**src/rtl/stack_alu.sv**
```systemverilog
// ----------------------------------------------------------------------------
// stack_alu
//   Stack-based accumulator ALU. Operands are pushed onto an internal LIFO;
//   operations consume/replace top-of-stack (TOS) and next-on-stack (NOS).
//   The TOS is kept in a dedicated register that drives data_out directly, so
//   data_out and zero are registered outputs.
//
//   Optional feature macro: STACK_ALU_MUL_EN
//     defined   -> op 0x06 is MUL (low DW bits of NOS*TOS)
//     undefined -> no multiplier; 0x06 is an undefined opcode (err=1)
//
// Ports
//   clk       in   clock, all state on posedge
//   reset     in   asynchronous active-high reset
//   ce        in   clock enable; 0 freezes all state
//   clr       in   synchronous clear (qualified by ce)
//   data_in   in   DW-bit operand for push
//   push      in   push data_in
//   pop       in   discard TOS
//   op        in   8-bit opcode, 0x00 = NOP
//   data_out  out  registered TOS (0 when empty)
//   zero      out  registered, 1 when data_out == 0
//   depth     out  current entry count
//   err       out  sticky error, cleared by reset/clr
// ----------------------------------------------------------------------------
module stack_alu #(
    parameter int unsigned DW    = 16,
    parameter int unsigned DEPTH = 8
) (
    input  logic                         clk,
    input  logic                         reset,
    input  logic                         ce,
    input  logic                         clr,
    input  logic [DW-1:0]                data_in,
    input  logic                         push,
    input  logic                         pop,
    input  logic [7:0]                   op,
    output logic [DW-1:0]                data_out,
    output logic                         zero,
    output logic [$clog2(DEPTH+1)-1:0]   depth,
    output logic                         err
);

    localparam int unsigned PW = $clog2(DEPTH + 1);

    localparam logic [PW-1:0] CNT_ZERO = '0;
    localparam logic [PW-1:0] CNT_ONE  = PW'(1);
    localparam logic [PW-1:0] CNT_TWO  = PW'(2);
    localparam logic [PW-1:0] CNT_FULL = PW'(DEPTH);

    typedef enum logic [7:0] {
        OP_NOP  = 8'h00,
        OP_ADD  = 8'h01,
        OP_SUB  = 8'h02,
        OP_AND  = 8'h03,
        OP_OR   = 8'h04,
        OP_XOR  = 8'h05,
        OP_MUL  = 8'h06,
        OP_NOT  = 8'h10,
        OP_NEG  = 8'h11,
        OP_SHL  = 8'h12,
        OP_SHR  = 8'h13,
        OP_DUP  = 8'h20,
        OP_SWAP = 8'h21
    } opcode_e;

    // Stack storage, entry depth-1 is the TOS (mirrored in tos_q)
    logic [DW-1:0] stack_q [DEPTH];
    logic [DW-1:0] stack_d [DEPTH];

    logic [DW-1:0] tos_q, tos_d;
    logic [PW-1:0] depth_q, depth_d;
    logic          err_q, err_d;
    logic          zero_q, zero_d;

    logic [DW-1:0] nos;
    logic [DW-1:0] alu_res;

    // Two stack write ports; the second is only needed by SWAP
    logic          wa_en, wb_en;
    logic [PW-1:0] wa_idx, wb_idx;
    logic [DW-1:0] wa_val, wb_val;

    logic has1, has2, full;

    assign has1 = (depth_q != CNT_ZERO);
    assign has2 = (depth_q >= CNT_TWO);
    assign full = (depth_q == CNT_FULL);

    // NOS read mux (entry depth-2); only meaningful when has2
    always_comb begin
        nos = '0;
        for (int unsigned i = 0; i < DEPTH; i++) begin
            if (PW'(i) == (depth_q - CNT_TWO)) begin
                nos = stack_q[i];
            end
        end
    end

    // Datapath: binary ops use NOS (left) and TOS (right); unary ops use TOS
    always_comb begin
        alu_res = '0;
        case (op)
            OP_ADD:  alu_res = nos + tos_q;
            OP_SUB:  alu_res = nos - tos_q;
            OP_AND:  alu_res = nos & tos_q;
            OP_OR:   alu_res = nos | tos_q;
            OP_XOR:  alu_res = nos ^ tos_q;
`ifdef STACK_ALU_MUL_EN
            OP_MUL:  alu_res = nos * tos_q;
`endif
            OP_NOT:  alu_res = ~tos_q;
            OP_NEG:  alu_res = '0 - tos_q;
            OP_SHL:  alu_res = {tos_q[DW-2:0], 1'b0};
            OP_SHR:  alu_res = {1'b0, tos_q[DW-1:1]};
            default: alu_res = '0;
        endcase
    end

    // Control: priority clr > push/pop > op
    always_comb begin
        tos_d   = tos_q;
        depth_d = depth_q;
        err_d   = err_q;
        wa_en   = 1'b0;
        wa_idx  = '0;
        wa_val  = '0;
        wb_en   = 1'b0;
        wb_idx  = '0;
        wb_val  = '0;

        if (ce) begin
            if (clr) begin
                tos_d   = '0;
                depth_d = '0;
                err_d   = 1'b0;
            end else if (push && pop) begin
                if (has1) begin
                    // Replace TOS in place
                    wa_en  = 1'b1;
                    wa_idx = depth_q - CNT_ONE;
                    wa_val = data_in;
                    tos_d  = data_in;
                end else begin
                    // Empty: behaves as a plain push (cannot be full)
                    wa_en   = 1'b1;
                    wa_idx  = CNT_ZERO;
                    wa_val  = data_in;
                    tos_d   = data_in;
                    depth_d = CNT_ONE;
                end
            end else if (push) begin
                if (!full) begin
                    wa_en   = 1'b1;
                    wa_idx  = depth_q;
                    wa_val  = data_in;
                    tos_d   = data_in;
                    depth_d = depth_q + CNT_ONE;
                end else begin
                    err_d = 1'b1;
                end
            end else if (pop) begin
                if (has1) begin
                    depth_d = depth_q - CNT_ONE;
                    tos_d   = has2 ? nos : '0;
                end else begin
                    err_d = 1'b1;
                end
            end else begin
                case (op)
                    OP_NOP: ;
`ifdef STACK_ALU_MUL_EN
                    OP_MUL,
`endif
                    OP_ADD, OP_SUB, OP_AND, OP_OR, OP_XOR: begin
                        if (has2) begin
                            wa_en   = 1'b1;
                            wa_idx  = depth_q - CNT_TWO;
                            wa_val  = alu_res;
                            tos_d   = alu_res;
                            depth_d = depth_q - CNT_ONE;
                        end else begin
                            err_d = 1'b1;
                        end
                    end
                    OP_NOT, OP_NEG, OP_SHL, OP_SHR: begin
                        if (has1) begin
                            wa_en  = 1'b1;
                            wa_idx = depth_q - CNT_ONE;
                            wa_val = alu_res;
                            tos_d  = alu_res;
                        end else begin
                            err_d = 1'b1;
                        end
                    end
                    OP_DUP: begin
                        if (has1 && !full) begin
                            wa_en   = 1'b1;
                            wa_idx  = depth_q;
                            wa_val  = tos_q;
                            depth_d = depth_q + CNT_ONE;
                        end else begin
                            err_d = 1'b1;
                        end
                    end
                    OP_SWAP: begin
                        if (has2) begin
                            wa_en  = 1'b1;
                            wa_idx = depth_q - CNT_ONE;
                            wa_val = nos;
                            wb_en  = 1'b1;
                            wb_idx = depth_q - CNT_TWO;
                            wb_val = tos_q;
                            tos_d  = nos;
                        end else begin
                            err_d = 1'b1;
                        end
                    end
                    default: err_d = 1'b1;
                endcase
            end
        end
    end

    always_comb begin
        for (int unsigned i = 0; i < DEPTH; i++) begin
            stack_d[i] = stack_q[i];
            if (wa_en && (PW'(i) == wa_idx)) begin
                stack_d[i] = wa_val;
            end
            if (wb_en && (PW'(i) == wb_idx)) begin
                stack_d[i] = wb_val;
            end
        end
    end

    assign zero_d = (tos_d == '0);

    always_ff @(posedge clk or posedge reset) begin
        if (reset) begin
            tos_q   <= '0;
            depth_q <= '0;
            err_q   <= 1'b0;
            zero_q  <= 1'b1;
        end else begin
            tos_q   <= tos_d;
            depth_q <= depth_d;
            err_q   <= err_d;
            zero_q  <= zero_d;
        end
    end

    // Contents are don't-care after reset (depth=0 hides them), so no reset here
    always_ff @(posedge clk) begin
        for (int unsigned i = 0; i < DEPTH; i++) begin
            stack_q[i] <= stack_d[i];
        end
    end

    assign data_out = tos_q;
    assign zero     = zero_q;
    assign depth    = depth_q;
    assign err      = err_q;

endmodule
```
**config.mk**
```make
export PLATFORM = sky130hd
export DESIGN_NAME = stack_alu
export DESIGN_NICKNAME = d
export VERILOG_FILES = /design/src/rtl/stack_alu.sv
export SDC_FILE = /design/constraint.sdc
export NUM_CORES = 1
export LEC_CHECK = 0
export CAP_MARGIN = 20
export CORE_MARGIN = 4
export CORE_UTILIZATION = 50
export DETAILED_ROUTE_END_ITERATION = 16
export GPL_TIMING_DRIVEN = 0
export PLACE_DENSITY = 0.78
export SYNTH_ARGS = -nofsm -noshare
export SYNTH_HDL_FRONTEND = slang
export SYNTH_SLANG_ARGS = --single-unit
```
**constraint.sdc**
```tcl
create_clock -name clk -period 7.22 [get_ports clk]
set_input_delay 1.444 -clock clk [delete_from_list [all_inputs] [get_ports clk]]
set_output_delay 1.444 -clock clk [all_outputs]
set_load 0.05 [all_outputs]
```
==> impl_metrics.csv, run 1 <==
group,metric,value,unit
outcome,status,"finished clean",
layout,finalNonFillerCells,1995,
sta,worst_pin_slew,1.188,ns
critical_path,startpoint_type,"flip-flop",
synthesis,syn_nets,1658,
synthesis,synth_top_cell_by_area,"edfxtp_1",
layout,n_antenna_cell,0,
sta,clock.fmax,0.1404,GHz
routing,drtPass1Iterations,7,
layout,drive_gt1_share,8.288,%
synthesis,synth_enable_flop_cells,128,
cts,cts_hold_buf,0,
sta,period_share,98.64,%
cts,numClockSinks,150,
critical_path,path_max_fanout,10,
routing,drt_iter0_markers,2505,
job,drv_cap,0,
placement,dp_slack,-0.9965,ns
placement,dp.final_hpwl,42.74,mm
routing,via_per_inst,7.137,
critical_path,cp_slowest_stage_delay,0.54,ns
layout,final_util,58.35,%
die,die_w,167.6,um
routing,wl,56.76,mm
sta,fin_crit,7.122,ns
die,rows,58,
die,core_area,0.02511,mm2
layout,area_growth,15.09,%
pwr,peakVddDrop,0.2040,mV
critical_path,endpoint_kind,"flip-flop",
cts,cts-root-buf,"clkbuf_16",
synthesis,synth_area,0.01273,mm2
die,start_util,50.70,%
global_route,grt_start_max_net_pins,23,
critical_path,worstPathRequired,7.57,ns
sta,rsz0062_at_grt,"false",
critical_path,worstPathBufferInverterCount,4,
pwr,leakagePower,5.279,nW
synthesis,ys_types,91,
synthesis,synthArstFlopShare,14.67,%
cts,htree_levels,4,
routing,wl_per_cell,28.45,um
synthesis,ys.flop_type,"edfxtp_1",
global_route,antenna_found_initial,0,
cts,cts_tree,"yes",
synthesis,synth_area_leaders,"edfxtp_1 30%, o21ai_0 7.9%, nand2_1 6.1%",
sta,hold_viol_final,0,
critical_path,path_cells,"clkbuf_1, inv_1, ha_1, clkbuf_2, nor2b_2, and2_1, a221oi_1, a221oi_2, inv_1, nor2_1, ha_1, a21oi_1, o21ai_1, o311ai_0, a21oi_1, o31a_1, a311oi_1, o211ai_1, nor2_1, or4b_1, nor4bb_1",
routing,dr_total_vias,14239,
sta,fin_ws,0.09810,ns
synthesis,netlist_instances,1568,
die,chipHeight,167.6,um
cts,cts_buffer_depth,2,
critical_path,slowest_stage,"or4b_1",
sta,skew,0.009271,ns
placement,io_buffers,47,
layout,mostFrequentLayoutCells,"207 x nand2_1, 197 x o21ai_0, 128 x edfxtp_1, 117 x nor2_1, 96 x a21oi_1",
layout,multiInputGateArea,0.007802,mm2
placement,gp_congestion,1.064,
global_route,grt_pass1_vias,13199,
layout,regArea,0.004397,mm2
synthesis,yosysSeqAreaShare,34.53,%
global_route,grt_overflow,0,
layout,final_common_cell,"nand2_1",
sta,setup_viol,0,
worst_hold_path,hp-class,"reg2reg",
global_route,grt_pass1_wl,82.81,mm
die,die_area,0.02808,mm2
synthesis,ys_warn_count,0,
sta,relSlewSlack,20.83,%
die,ios,52,
synthesis,synth.avg_cell_area,8.118,um2
placement,dp.cells,1958,
sta,fin_setup_tns,0,ns
global_route,grt_use_total,38.86,%
synthesis,synth_top_area_share,30.19,%
layout,num-nets-final,1742,
synthesis,ys_ff_latch,150,
layout,filler_cell_count,2294,
routing,ant_nets,0,
routing,drcViolationCount,0,
sta,slew_violations,0,
cts,clkLatencyLatePin,0.44,ns
cts,cts_buffers,17,
critical_path,critical_path.top_delay_family,"compound AO/OA/AOI/OAI gates",
critical_path,arrival,7.47,ns
critical_path,path_class,"reg2reg",
pwr,p_per_area,306.0,mW/mm2
cts,clkTransAtPathRegs,0.07,ns
-- cell type report --
class / count / share of cell area (%)
Multi-Input combinational cell: 1240 / 53.26
Sequential cell: 150 / 30.01
Timing Repair Buffer: 65 / 4.740
Buffer: 122 / 3.416
Clock buffer: 18 / 2.929
Tap cell: 330 / 2.818
Inverter: 56 / 1.435
Clock inverter: 14 / 1.392
-- cell families (layout without fill, tap and decap cells) --
family / after synthesis / after routing / synth area share [%]
AO/OA/AOI/OAI: 582 / 582 / 29.54
XOR/XNOR: 22 / 22 / 1.573
adder cells (fa/ha/maj): 60 / 60 / 6.015
buffers and inverters: 178 / 275 / 5.455
flip-flops: 150 / 150 / 34.53
multiplexers: 38 / 38 / 3.077
AND/OR/NAND/NOR: 538 / 538 / 19.82
-- layer usage --
metal | global-route usage (%) | wire length, um | vias to the layer above
li1 | - | - | 6090
met1 | 55.69 | 21920 | 6688
met2 | 54.59 | 23210 | 1250
met3 | 14.40 | 9500 | 211
met4 | 12.17 | 2136 | 0
met5 | 0 | 0 | -
-- power breakdown --
part           switching, W  internal (W)
Combinational       0.00168      0.000785
Sequential        0.0000501      0.000961
Clock              0.000439      0.000565
-- timing repair --
action / CTS / global route
gates resized for setup: 22 / 22
pin swaps: 0 / 1
setup endpoints to repair: 49 / 48
setup buffers: 0 / 2
-- worst min-delay path, cell delays in order, from the launching register on --
cell and delay (ns):
dfrtp_1 0.42, a31oi_1 0.17, a21oi_1 0.10
-- metrics by stage --
| step | total power [W] | hold slack, ns | instance area (um2) |
|---|---|---|---|
| after floorplan | 0.002567 | 0.7215 | 12730 |
| after global placement | 0.003274 | 0.6771 | 13610 |
| after detailed placement | 0.003300 | 0.6742 | 13820 |
| after CTS | 0.004330 | 0.6915 | 14540 |
| after global routing | 0.004636 | 0.7612 | 14650 |
| final | 0.004483 | 0.7474 | 14650 |
-- sequential cells by signal (all words and copies together), names as in the netlist --
name,count
zero,1
depth,4
stack_q,128
err,1
data_out,16
-- final timing paths --
check	slack [ns]	depth (start not counted)	end	start
max	0.1	21	zero	depth[0]
min in group asynchronous	1.24	2	data_out[0]	reset
min reg2reg	0.75	2	err	err
min	0.75	2	err	err
max in group asynchronous	5.49	3	zero	reset
max reg2reg	0.1	21	zero	depth[0]
-- Yosys cell counts (15+ instances only) --
cell      number
ha_1          58
o21a_1        19
o21ai_0      202
nand2b_1      19
o221ai_1      15
a211oi_1      19
clkbuf_1      98
a21oi_1       97
nor2_1       120
nor3_1        35
mux2i_1       29
o22ai_1       32
a22oi_1       18
a221oi_1      29
nand2_1      208
inv_1         52
a21o_1        20
nand3_1       68
edfxtp_1     128
dfrtp_1       21
Power figures use the tool's default switching activity.
==> inputs of run 2 (changes only) <==
- GPL_TIMING_DRIVEN: 0 -> unset
==> run 2 against run 1 <==
Compared with the run above:
- first-iteration DRC count up 4.6%
- via count down 2.4%
- combinational power decreased by 4%
- sequential cell count is the same
- wire length is 8.9% lower
- critical path type unchanged
- worst hold slack got worse by 0.19 ns
- core utilization is 0.75 points lower
- sequential share of layout area increased by 0.38 points
- largest power group unchanged
==> impl_metrics.csv, run 2 (synthesis results as in run 1) <==
group,metric,value,unit
cts,numClockSinks,150,
cts,clkLatencyLatePin,0.44,ns
routing,ant_nets,0,
pwr,leakagePower,5.319,nW
routing,via_per_inst,7.162,
sta,rsz0062_at_grt,"false",
die,die_w,167.6,um
critical_path,path_class,"reg2reg",
routing,drtPass1Iterations,8,
die,die_area,0.02808,mm2
critical_path,worstPathRequired,7.57,ns
sta,relSlewSlack,22.65,%
layout,num-nets-final,1688,
layout,drive_gt1_share,9.683,%
placement,io_buffers,51,
global_route,grt_use_total,35.33,%
routing,wl,51.69,mm
layout,largest_reg_flops,128,
sta,fin_setup_tns,0,ns
cts,cts_hold_buf,0,
pwr,finalPower,0.004334,W
pwr,p_per_area,299.7,mW/mm2
routing,wl_per_cell,26.63,um
critical_path,cp_slowest_stage_delay,0.87,ns
critical_path,endpoint_kind,"flip-flop",
outcome,status,"finished clean",
cts,cts_setup_buffers,0,
critical_path,worstPathBufferInverterCount,4,
routing,drcViolationCount,0,
cts,htree_levels,4,
layout,final_common_cell,"nand2_1",
sta,fin_crit,6.865,ns
layout,area_growth,13.60,%
global_route,grt_start_max_net_pins,44,
critical_path,startpoint_type,"flip-flop",
global_route,antenna_found_initial,0,
cts,cts_tree,"yes",
critical_path,slowest_stage,"a211oi_1",
cts,cts_buffers,17,
cts,clkTransAtPathRegs,0.06,ns
cts,cts-resized-gates,0,
routing,drt_iter0_markers,2620,
die,chipHeight,167.6,um
die,ios,52,
sta,hold_viol_final,0,
cts,cts_buffer_depth,2,
layout,final_util,57.59,%
global_route,grt_overflow,0,
sta,slew_violations,0,
sta,period_share,95.08,%
global_route,grt_pass1_vias,12992,
layout,n_antenna_cell,0,
die,core_area,0.02511,mm2
sta,skew,0.01122,ns
critical_path,arrival,7.21,ns
placement,dp.final_hpwl,37.50,mm
routing,dr_total_vias,13901,
critical_path,path_cells,"inv_1, ha_1, clkinv_1, nand2_1, buf_4, a211oi_1, a211oi_1, nand2_1, ha_1, fa_1, nand3b_1, a211oi_1, buf_4, nor3_1, xnor2_1, a221oi_1, o221a_2, o211ai_1, or4_1, or4b_1, nor4bb_1",
critical_path,path_max_fanout,16,
pwr,peakVddDrop,0.1756,mV
die,rows,58,
critical_path,cp_common_cell,"a211oi_1",
global_route,grt_pass1_wl,77.29,mm
placement,gp_congestion,1.042,
job,drv_cap,0,
cts,cts-root-buf,"clkbuf_16",
layout,mostFrequentLayoutCells,"208 x nand2_1, 198 x o21ai_0, 128 x edfxtp_1, 119 x nor2_1, 97 x a21oi_1",
sta,clock.fmax,0.1457,GHz
die,start_util,50.70,%
sta,worst_pin_slew,1.131,ns
worst_hold_path,hp-class,"reg2reg",
critical_path,critical_path.top_delay_family,"compound AO/OA/AOI/OAI gates",
sta,setup_viol,0,
layout,regMostFlops,"stack_q",
==> run 2: worst register-to-register path, stage by stage (launching register included) <==
cell	delay (ns)
dfrtp_1	0.66
inv_1	0.14
ha_1	0.49
clkinv_1	0.35
nand2_1	0.14
buf_4	0.20
a211oi_1	0.07
a211oi_1	0.87
nand2_1	0.21
ha_1	0.27
fa_1	0.42
nand3b_1	0.23
a211oi_1	0.28
buf_4	0.18
nor3_1	0.05
xnor2_1	0.13
a221oi_1	0.45
o221a_2	0.30
o211ai_1	0.08
or4_1	0.51
or4b_1	0.48
nor4bb_1	0.26
==> run 2: routing by layer <==
metal / vias up / routed length [um] / GRT usage (%)
met2: 1291 / 20990 / 50.11
met4: 0 / 2661 / 15.03
met1: 6380 / 20000 / 49.44
li1: 5976 / - / -
met5: - / 0 / 0
met3: 254 / 8036 / 11.61
==> run 2: power by group <==
| part | internal, W | switching [W] | leakage, nW |
|---|---|---|---|
| sequential | 0.000960 | 0.0000780 | 1.53 |
| clock | 0.000546 | 0.000373 | 0.280 |
| combinational | 0.000812 | 0.00156 | 3.51 |
==> run 2: layout make-up <==
cell class	instances	area, um2
clock buffers	21	440.4
clock inverters	11	151.4
fillers	2277	10650
inverters	56	210.2
multi-input cells	1240	7705
flip-flops and latches	150	4395
well taps	330	412.9
repair buffers	133	1146
==> run 2: worst paths after layout <==
kind,startpoint,endpoint,depth (start not counted),slack [ns]
min in group asynchronous,reset,data_out[3],2,1.28
worst min-delay path,err,err,2,0.56
worst min register to register,err,err,2,0.56
worst max-delay path,depth[2],zero,21,0.36
worst max register to register,depth[2],zero,21,0.36
max in group asynchronous,reset,zero,3,5.44
==> run 2: metrics by stage <==
stage	std cells	setup slack, ns	cell area, um2	hold WS, ns
2_1_floorplan	1568	1.196	12730	0.7215
3_3_place_gp	1908	0.6834	13840	0.5368
3_5_place_dp	1908	0.5441	13840	0.5315
4_1_cts	1940	0.5217	14430	0.5704
5_1_grt	1941	0.03410	14460	0.5905
6_report	1941	0.3550	14460	0.5595
